File: src/rtl/ci_fft_bin_avg.sv
// Per-bin magnitude averager over 2^LOG2_FRAMES FFT frames; streams the averaged spectrum over valid/ready.
// Optional round-half-up output enabled by defining CI_BINAVG_ROUND_EN (default: truncation).
module ci_fft_bin_avg #(
  parameter int DATLEN      = 12,
  parameter int NPTS        = 64,
  parameter int LOG2_FRAMES = 3,
  localparam int BW         = $clog2(NPTS)
) (
  input  logic              clk,
  input  logic              reset,
  input  logic              in_nd,
  input  logic [DATLEN-1:0] in_data,
  output logic              out_valid,
  input  logic              out_ready,
  output logic [DATLEN-1:0] out_data,
  output logic [BW-1:0]     out_bin,
  output logic              out_last,
  output logic              busy,
  output logic              drop_err
);

  localparam int                     ACCW      = DATLEN + LOG2_FRAMES;
  localparam logic [BW-1:0]          BIN_MAX   = BW'(NPTS - 1);
  localparam logic [LOG2_FRAMES-1:0] FRAME_MAX = '1;

  typedef enum logic {ACCUM, DUMP} state_t;

  state_t                 state, state_next;
  logic [BW-1:0]          wr_bin, rd_bin;
  logic [LOG2_FRAMES-1:0] frame_idx;
  logic [ACCW-1:0]        acc [NPTS];
  logic [DATLEN-1:0]      mag;
  logic [ACCW-1:0]        acc_base;
  logic [ACCW-1:0]        acc_rd;
  logic [DATLEN-1:0]      avg;
  logic                   sample_ok, handshake, last_sample;

  // Two's-complement negate; the most negative input maps to 2^(DATLEN-1) as an unsigned value.
  assign mag         = in_data[DATLEN-1] ? (DATLEN'(0) - in_data) : in_data;
  assign sample_ok   = (state == ACCUM) && in_nd;
  assign handshake   = (state == DUMP) && out_ready;
  assign last_sample = sample_ok && (wr_bin == BIN_MAX) && (frame_idx == FRAME_MAX);
  assign acc_base    = (frame_idx == '0) ? '0 : acc[wr_bin];
  assign acc_rd      = acc[rd_bin];

`ifdef CI_BINAVG_ROUND_EN
  localparam logic [ACCW:0] HALF = (ACCW + 1)'(1) << (LOG2_FRAMES - 1);
  logic [ACCW:0] acc_rnd;
  assign acc_rnd = {1'b0, acc_rd} + HALF;
  assign avg     = DATLEN'(acc_rnd >> LOG2_FRAMES);
`else
  assign avg     = DATLEN'(acc_rd >> LOG2_FRAMES);
`endif

  always_ff @(posedge clk) begin
    if (reset) state <= ACCUM;
    else       state <= state_next;
  end

  // NOTE: every always_comb output gets a default first so no path leaves it unassigned (no latch).
  always_comb begin
    state_next = state;
    case (state)
      ACCUM:   if (last_sample) state_next = DUMP;
      DUMP:    if (handshake && rd_bin == BIN_MAX) state_next = ACCUM;
      default: state_next = ACCUM;
    endcase
  end

  // NOTE: sequential state uses non-blocking assignments so all flops update from pre-edge values.
  always_ff @(posedge clk) begin
    if (reset) begin
      wr_bin    <= '0;
      frame_idx <= '0;
      rd_bin    <= '0;
      busy      <= 1'b0;
      drop_err  <= 1'b0;
    end else begin
      busy <= (state_next == DUMP);
      if (in_nd && state == DUMP) drop_err <= 1'b1;
      // Both counters wrap to zero on the final sample, so DUMP exits straight into frame 0.
      if (sample_ok) begin
        wr_bin <= wr_bin + 1'b1;
        if (wr_bin == BIN_MAX) frame_idx <= frame_idx + 1'b1;
      end
      if (last_sample)    rd_bin <= '0;
      else if (handshake) rd_bin <= rd_bin + 1'b1;
    end
  end

  // NOTE: the accumulator array has no reset; the frame-0 overwrite makes stale contents harmless.
  always_ff @(posedge clk) begin
    if (sample_ok) acc[wr_bin] <= acc_base + ACCW'(mag);
  end

  assign out_valid = (state == DUMP);
  assign out_data  = out_valid ? avg : '0;
  assign out_bin   = out_valid ? rd_bin : '0;
  assign out_last  = out_valid && (rd_bin == BIN_MAX);

endmodule

File: config.mk
export PLATFORM = sky130hd
export DESIGN_NAME = ci_fft_bin_avg
export DESIGN_NICKNAME = d
export VERILOG_FILES = /design/src/rtl/ci_fft_bin_avg.sv
export SDC_FILE = /design/constraint.sdc
export NUM_CORES = 1
export LEC_CHECK = 0
export ABC_CLOCK_PERIOD_IN_PS = 16350
export CORE_MARGIN = 1.5
export CORE_UTILIZATION = 65
export CTS_BUF_LIST = sky130_fd_sc_hd__clkbuf_8
export DETAILED_ROUTE_END_ITERATION = 7
export MAX_ROUTING_LAYER = met4
export PLACE_DENSITY = 0.89
export SLEW_MARGIN = 20
export SYNTH_ARGS = -nofsm -noshare
export SYNTH_HDL_FRONTEND = slang
export SYNTH_SLANG_ARGS = --single-unit
File: constraint.sdc
create_clock -name clk -period 16.35 [get_ports clk]
set_input_delay 3.27 -clock clk [delete_from_list [all_inputs] [get_ports clk]]
set_output_delay 3.27 -clock clk [all_outputs]
set_load 0.02 [all_outputs]
==> impl.org, run 1 <==
** Synth
- Of all cell types, the one taking the most synthesized area is sky130_fd_sc_hd__edfxtp_1.
- When the netlist entered floorplanning its net count stood at 2065.
- The most used flip-flop cell after synthesis is sky130_fd_sc_hd__edfxtp_1.
- Count of flip-flops with a built-in enable after synthesis :: 960
- Leading cell type by number of instances after synthesis :: sky130_fd_sc_hd__edfxtp_1
- Post-synthesis average cell area :: 21.98 µm²
- Proportion of netlist area held by the largest area contributor :: 64.62%
- Of all flip-flops after synthesis, the portion carrying an async set or reset was 0%.
- Synth cell count leaders :: sky130_fd_sc_hd__edfxtp_1, sky130_fd_sc_hd__mux4_2, sky130_fd_sc_hd__nor2_1, sky130_fd_sc_hd__buf_2, sky130_fd_sc_hd__clkbuf_1
- The number of different library cells used by synthesis comes to 48.
- By area the synthesized netlist is led by sky130_fd_sc_hd__edfxtp_1, sky130_fd_sc_hd__mux4_2, sky130_fd_sc_hd__dfxtp_1, sky130_fd_sc_hd__nor2_1, sky130_fd_sc_hd__buf_2.
- In the synthesized netlist, the number of instances is 2030.
- Synth Warn # :: 0
- After synthesis, flip-flops and latches occupy 65.92% of the total area.
- In this run, synthesis produced a sequential element count of 989.
- Post-Syn Area :: 0.04461 mm²

** Worst setup path
- Slowest cell on crit path :: sky130_fd_sc_hd__buf_4
- In this run the worst path has a maximum fanout of 113.
- Element type at the critical path start :: flip-flop
- CP Data Required Time :: 13.08 ns
- Max stage delay on crit path :: 0.79 ns
- Critical register-to-register path endpoint :: acc[42][13]
- The signal on the critical path passes through buf_12 > buf_4 > buf_4 > mux4_2 > mux4_2 > mux4_2 > and2_1 > clkdlybuf4s50_1.
- Reg2Reg Depth :: 16
- Among the stages of the critical path, the cell type that occurs most often is sky130_fd_sc_hd__mux4_2.
- R2r setup slk :: 8.48 ns
- For the worst setup path, the data arrival time is 5.91 ns.
- The critical path in this run is classified as reg -> out.
- STA classifies the critical path endpoint as a primary output.

** STA
- Worst hold-check slack :: 0.4773 ns
- Final-layout setup total negative slack :: 0 ns
- The count of endpoints failing hold in the final timing report came to 0.
- Setup repair after global routing missed its margin :: false
- Worst path setup slack after routing :: 7.170 ns
- Setup violations remaining at the end of the flow were counted as 0.
- Worst slew margin :: 23.96%
- Time the final worst path needs with I/O delays and setup :: 9.180 ns
- For the pin with the worst max-slew slack, the measured transition is 1.141 ns.
- The worst path uses 56.15% of the clock period.
- Fmax achieved :: 108.9 MHz
- On the final layout, the worst clock skew is 0.04361 ns.
- Final number of max-transition violations :: 0

** Worst hold path
- For hold timing, the worst endpoint is drop_err.
- In this run the most critical hold path is launched from drop_err.
- The worst hold path was traced through 2 stages.
- Worst min-delay path category :: reg -> reg

** Status
- Violations in the final reports :: design-rule violations
- The flow ran to the end, but the final reports show violations.

** Final layout
- Non-filler cells, final :: 3193
- From synthesis to final layout, the design area changed by 10.28%.
- Measured on the finished design, the core utilization comes to 72.87%.
- Ratio of cells with drive above 1 in the final layout :: 38.06%
- Layout net count :: 2216

** Global route
- The via count of the first global-routing pass came to 25.50k.
- Entering global routing, the biggest net connects 114 pins.
- Antenna violations before repair :: 14
- First-pass GRT wire length :: 176.5 mm
- For this run the aggregate overflow at the end of global routing stands at 0.
- Overall track demand over capacity in global routing :: 37.55%

** Routing
- The final layout contains routed wiring with a total length of 124.8 mm.
- In this run the remaining antenna-violating nets after routing total 0.
- DRC :: 2
- Vias after detailed routing :: 24.83k
- The first detailed-routing pass took 8 iterations.
- Avg WL per Cell :: 39.09 µm
- The detailed router finished its first iteration with 4472 violations.
- In the routed layout, each cell is associated on average with a via count of 7.777.

** Floorplanning
- Core footprint :: 0.06751 mm²
- Number of primary I/O pins :: 38
- DIE WIDTH :: 265.0 µm
- The die is 265.0 µm tall.
- Std-Cell Rows :: 95
- Area of the die :: 0.07021 mm²
- For this configuration, the core starts out at a cell density of 66.07%.

** Clock tree
- Post-CTS Resized :: 0
- In this run the post-CTS setup repair buffer count came out at 0.
- Number of buffers inserted during clock tree synthesis :: 152
- Clock-pin slew was measured on the worst setup and hold paths at 0.07 ns.
- The tree is rooted in a sky130_fd_sc_hd__clkbuf_8.
- Clock H-tree levels :: 4
- Count of hold-fix buffers inserted at cts :: 0
- Clock Sinks :: 989
- TritonCTS built the clock tree.
- Clock latency on the worst-skew pair, taken at its later pin, is 0.86 ns.
- Counting along the longest clock path gives a buffer depth of 3.

** Placed design
- Summed over all nets, the half-perimeter wirelength after detailed placement is 72.75 mm.
- Once placement completed, the tool counted placed cells totaling 2900.
- OpenSTA, run right after detailed placement, puts the worst setup slack at 7.870 ns.
- Number of input and output port buffers inserted :: 37
- Routability-driven placement finished with a final weighted congestion of 0.9655.

** Power and ir drop
- In this run the static leakage power is 0.01475 µW.
- VDD sags by at most 0.06580 mV.
- For this design the ratio of total power to cell area is 103.1 mW/mm².

** Flow run
- Max-cap violations in this run came to 0.
per-layer routing:
metal	vias to the layer above	track usage [%]	share of wire (%)
li1	9208	-	-
met1	12480	44.97	30
met2	2549	54.05	47
met3	596	15.00	16
met4	0	22.92	7.4
met5	-	-	0
flip-flops by register name, indices dropped and copies added (netlist names), named ones only:
register and flops:
acc 960, busy 1, drop_err 1, frame_idx 3
rd_bin 6, wr_bin 6
how the worst max path moves through the flow:
| stage | slack (ns) | end | depth (start not counted) | startpoint |
|---|---|---|---|---|
| floorplan | 6.22 | acc[0][10] | 11 | in_data[1] |
| global placement | 7.87 | out_data[7] | 8 | flip-flop |
| detailed placement | 7.87 | out_data[7] | 8 | flip-flop |
| CTS | 6.99 | out_data[2] | 8 | flip-flop |
| global route | 6.77 | out_data[7] | 8 | flip-flop |
| finish | 7.17 | out_data[5] | 8 | flip-flop |
cell families after synthesis:
group           synth area share, %
fa+ha+maj                    0.5497
xor+xnor                     0.5301
simple gates                  2.303
buf+inv                       1.585
compound gates               0.8610
flops                         65.92
mux                           28.25
layout by cell type (no fill, tap or decap), types with 3 or more instances in the layout:
cell type,netlist,layout
sky130_fd_sc_hd__mux2i_1,8,6
sky130_fd_sc_hd__buf_4,11,97
sky130_fd_sc_hd__nor2b_1,13,12
sky130_fd_sc_hd__edfxtp_1,960,960
sky130_fd_sc_hd__dfxtp_4,0,7
sky130_fd_sc_hd__ha_1,18,17
sky130_fd_sc_hd__mux4_2,555,555
sky130_fd_sc_hd__a21oi_1,17,17
sky130_fd_sc_hd__clkinv_1,0,41
sky130_fd_sc_hd__nand3b_1,4,4
sky130_fd_sc_hd__inv_6,0,5
sky130_fd_sc_hd__o21ai_0,11,11
sky130_fd_sc_hd__clkinvlp_4,0,6
sky130_fd_sc_hd__nand3_1,14,14
sky130_fd_sc_hd__xnor2_2,0,5
sky130_fd_sc_hd__or2_2,3,3
sky130_fd_sc_hd__diode_2,0,13
sky130_fd_sc_hd__clkdlybuf4s50_1,0,37
sky130_fd_sc_hd__clkinv_2,0,21
sky130_fd_sc_hd__clkbuf_8,0,156
sky130_fd_sc_hd__a22oi_1,10,10
sky130_fd_sc_hd__inv_1,13,58
sky130_fd_sc_hd__nor3_1,4,4
sky130_fd_sc_hd__inv_8,0,4
sky130_fd_sc_hd__xor2_4,0,3
sky130_fd_sc_hd__nand2b_1,9,9
sky130_fd_sc_hd__and2_1,32,32
sky130_fd_sc_hd__dfxtp_1,29,21
sky130_fd_sc_hd__xnor2_1,18,13
sky130_fd_sc_hd__nor2_1,100,98
sky130_fd_sc_hd__nand2_1,31,31
sky130_fd_sc_hd__xor2_1,9,6
final cells by class:
type                       instances  area, µm²
tap                              873       1092
antenna                           13      32.53
inverter                          13      48.80
sequential                       989      29440
timing repair buffer             137       1166
multi-input combinational        888      14650
fill                            3401      18320
clock buffer                     156       2147
clock inverter                   124      621.8
power breakdown:
group / switching (µW) / total (µW) / leakage (µW) / internal [µW]
Combinational: 196 / 337 / 0.00425 / 141
Clock: 982 / 1910 / 0.00159 / 929
Sequential: 15.2 / 2820 / 0.00891 / 2810
per-stage QoR:
step                cell area, µm²  power (µW)
floorplan                    44610        3095
global placement             46350        3184
global route                 49190        5183
finish                       49200        5070
detailed placement           46380        3200
CTS                          49150        5056
critical path, delay by kind of cell (launching register included):
family	cells	cell delay, ns
buffers and inverters	4	2.65
flip-flops	1	0.36
multiplexers	3	1.68
AND/OR/NAND/NOR	1	0.19
(Power assumes the default switching activity.)
==> run 2, diff against run 1 <==
--- a/config.mk
+++ b/config.mk
@@ -5,7 +5,7 @@
 export SDC_FILE = /design/constraint.sdc
 export NUM_CORES = 1
 export LEC_CHECK = 0
-export ABC_CLOCK_PERIOD_IN_PS = 16350
+export ABC_CLOCK_PERIOD_IN_PS = 9300
 export CORE_MARGIN = 1.5
 export CORE_UTILIZATION = 65
 export CTS_BUF_LIST = sky130_fd_sc_hd__clkbuf_8
==> constraint.sdc (replaced) <==
create_clock -name clk -period 9.3 [get_ports clk]
set_input_delay 1.86 -clock clk [delete_from_list [all_inputs] [get_ports clk]]
set_output_delay 1.86 -clock clk [all_outputs]
set_load 0.02 [all_outputs]
==> impl.org, run 2 (synthesized netlist as in run 1, its figures left out) <==
** Power and ir drop
- Total Power Consumption :: 9005 µW (was 5070 µW)
- The power density over the cells was 182.6 mW/mm² (was 103.1 mW/mm²).
- The leakage power total was 0.01481 µW (was 0.01475 µW).
- The worst supply voltage drop on vdd is 0.1042 mV (was 0.06580 mV).

** STA
- In the finished design, the share of the clock period the worst path needs comes to 73.12%.
- The count of final setup violators was 0 (unchanged).
- Clock tree skew after final layout :: 0.03978 ns (was 0.04361 ns)
- Timing would allow up to 147.1 MHz.
- The transition time at the pin with the least slew margin came to 1.152 ns (was 1.141 ns).
- Worst slew margin :: 23.20% (was 23.96%)
- Time the final worst path needs with I/O delays and setup :: 6.800 ns
- Final number of max-transition violations :: 0 (unchanged)
- Final-layout setup total negative slack :: 0 ns (unchanged)
- Final hold violation count :: 0 (unchanged)
- Setup repair after global routing missed its margin: false (unchanged).

** Final layout
- The ratio of cells with drive above 1 in the final layout is 38.23% (was 38.06%).
- Largest register FFs :: 960 (unchanged)
- Layout net count :: 2218 (was 2216)
- Commonest non-fill, non-tap cells in the layout :: sky130_fd_sc_hd__edfxtp_1, sky130_fd_sc_hd__mux4_2, sky130_fd_sc_hd__clkbuf_8, sky130_fd_sc_hd__nor2_1, sky130_fd_sc_hd__buf_4 (unchanged)
- The most common cell after layout, fill and taps aside is sky130_fd_sc_hd__edfxtp_1 (unchanged).
- Leading registers by flop count: acc x960, rd_bin x6, wr_bin x6 (unchanged).
- The layout overhead on the synthesized area came to 10.56% (was 10.28%).
- The area of all sequential standard cells was 0.02944 mm² (unchanged).
- The total area of multi-input combinational cells came to 0.01465 mm² (about the same).
- Number of inserted filler cells in the final layout :: 3538 (was 3401)
- The register with the most flip-flops is acc (unchanged).
- Non-filler cells, final :: 3179 (was 3193)

** Clock tree
- The clock latency of the later-clocked register in the worst-skew pair was 0.83 ns (was 0.86 ns).
- The register clock-pin slew on the reported worst setup and hold paths is 0.06 ns (was 0.07 ns).
- Clk root buf :: sky130_fd_sc_hd__clkbuf_8 (unchanged)
- Post-CTS Resized :: 0 (unchanged)
- The number of buffers inserted by hold repair at cts came to 0 (unchanged).
- The CTS sink count is 989 (unchanged).
- Clock H-tree levels :: 4 (unchanged)
- Clock tree from TritonCTS :: yes (unchanged)
- The number of CTS-inserted buffers came to 154 (was 152).
- The number of buffers between clock root and the deepest sink was 3 (unchanged).
- Post-CTS setup-driven buffer insertion count :: 0 (unchanged)

** Floorplanning
- The number of placement rows is 95 (unchanged).
- The overall die height was 265.0 µm (unchanged).
- The number of primary I/O pins came to 38 (unchanged).
- The die area was 0.07021 mm² (unchanged).
- Core footprint :: 0.06751 mm² (unchanged)
- The width of the die was 265.0 µm (unchanged).
- Starting density of the core :: 66.07% (unchanged)

** Worst setup path
- CP Data Required Time :: 9.82 ns (was 13.08 ns)
- The critical path capture point type is a flip-flop (was primary output).
- The critical path class is reg -> reg (was reg -> out).
- List of cells traversed by the critical path :: buf_4 > mux4_2 > mux4_2 > mux4_2 > and2_1 > ha_4 > inv_1 > fa_1 > nor2b_1 > o21ai_0 > a21boi_0 > o21ai_0 > a2111oi_0 > o21ai_0 > mux2i_4 > buf_4 (was buf_12 > buf_4 > buf_4 > mux4_2 > mux4_2 > mux4_2 > and2_1 > clkdlybuf4s50_1)
- The cell count of the worst reg-to-reg path came to 16 (unchanged).
- The largest stage delay on the critical path came to 1.03 ns (was 0.79 ns).
- Element type at the critical path start :: flip-flop (unchanged)
- Critical Path Fanout Max :: 64 (was 113)
- Slowest cell on crit path :: sky130_fd_sc_hd__dfxtp_4 (was sky130_fd_sc_hd__buf_4)
- The critical path arrival came to 7.32 ns (was 5.91 ns).

** Placed design
- Number of input and output port buffers inserted :: 37 (unchanged)
- Detailed placement HPWL :: 71.48 mm (was 72.75 mm)
- Total instance count after detailed placement :: 2900 (unchanged)
- The weighted congestion reported at the end of routability-driven placement was 0.9468 (was 0.9655).

** Global route
- Overall overflow remaining after global route :: 0 (unchanged)
- The total global routing track utilization was 37.04% (was 37.55%).
- Pin count of the biggest net entering global routing :: 97 (was 114)
- The via count of the first global-routing pass was 25.00k (was 25.50k).
- The global-route wire length before repair was 174.0 mm (was 176.5 mm).
- Antenna violations before repair :: 6 (was 14)

** Routing
- The detailed-router iteration count before antenna repair is 6 (was 8).
- Final Routed Wirelength :: 121.2 mm (was 124.8 mm)
- Avg WL per Cell :: 38.12 µm (was 39.09 µm)
- Number of vias per cell after detailed routing :: 7.633 (was 7.777)
- The violation count after the first detailed-route iteration was 4119 (was 4472).
- DRC :: 0 (was 2)
- DRT antenna net count :: 0 (unchanged)
- Vias after detailed routing :: 24.27k (was 24.83k)

** Worst hold path
- Cell depth of the worst min-delay path :: 2 (unchanged)
- Worst min-delay path category :: reg -> reg (unchanged)

** Status
- Result of the run :: complete, no violations (was finished, violations left)

** Flow run
- Max-capacitance violation count :: 0 (unchanged)
run 2: cell count changes in the layout (fill, tap and decap cells not counted), moves of 2 or more:
cell,previous run,this run
sky130_fd_sc_hd__clkinv_1,41,30
sky130_fd_sc_hd__diode_2,13,4
sky130_fd_sc_hd__buf_12,2,9
sky130_fd_sc_hd__buf_4,97,91
sky130_fd_sc_hd__bufinv_16,2,6
sky130_fd_sc_hd__inv_1,58,61
sky130_fd_sc_hd__inv_6,5,8
sky130_fd_sc_hd__inv_8,4,2
run 2: stage by stage:
stage	util, %	setup slack [ns]	hold WS, ns	cell area [µm²]
3_3_place_gp	68.80	2.756	0.4460	46450
4_1_cts	73.02	2.581	0.5019	49300
6_report	73.05	2.500	0.4962	49320
3_5_place_dp	68.80	2.676	0.4886	46450
5_1_grt	73.05	2.084	0.5531	49320
2_1_floorplan	-	0.3098	0.4761	44610
run 2: cell type report:
cell class	count	share of cell area [%]
flip-flops and latches	989	59.68
multi-input cells	888	29.70
clock buffers	156	4.353
repair buffers	137	2.501
well taps	873	2.215
clock inverters	119	1.426
inverters	13	0.09894
diodes	4	0.02030
run 2: where the power goes:
| group | leakage, µW | switching, µW | total, µW | internal, µW |
|---|---|---|---|---|
| registers | 0.00891 | 27.2 | 4960 | 4940 |
| logic | 0.00426 | 334 | 585 | 251 |
| clock network | 0.00164 | 1720 | 3460 | 1740 |
run 2: path summary, 6_finish.rpt:
path	slack, ns	end	startpoint
worst max-delay path	2.50	acc[48][14]	flip-flop
worst min-delay path	0.50	drop_err	drop_err
worst max register to register	2.50	acc[48][14]	flip-flop
worst min register to register	0.50	drop_err	drop_err
run 2: metal layers:
metal  wire [µm]  GRT usage, %  part of all wire, %
met3       17390         10.84                   14
met5           0             -                    0
met4        6420         17.00                  5.3
met2       58930         56.05                   49
met1       38440         47.25                   32
run 2: critical path: cells and delay by family, from the launching register on:
kind / cells / cell delay [ns]
multiplexers: 4 / 1.88
AND/OR/NAND/NOR: 2 / 0.26
buffers and inverters: 3 / 1.30
AO/OA/AOI/OAI: 5 / 1.58
adder cells (fa/ha/maj): 2 / 0.40
flip-flops: 1 / 1.03
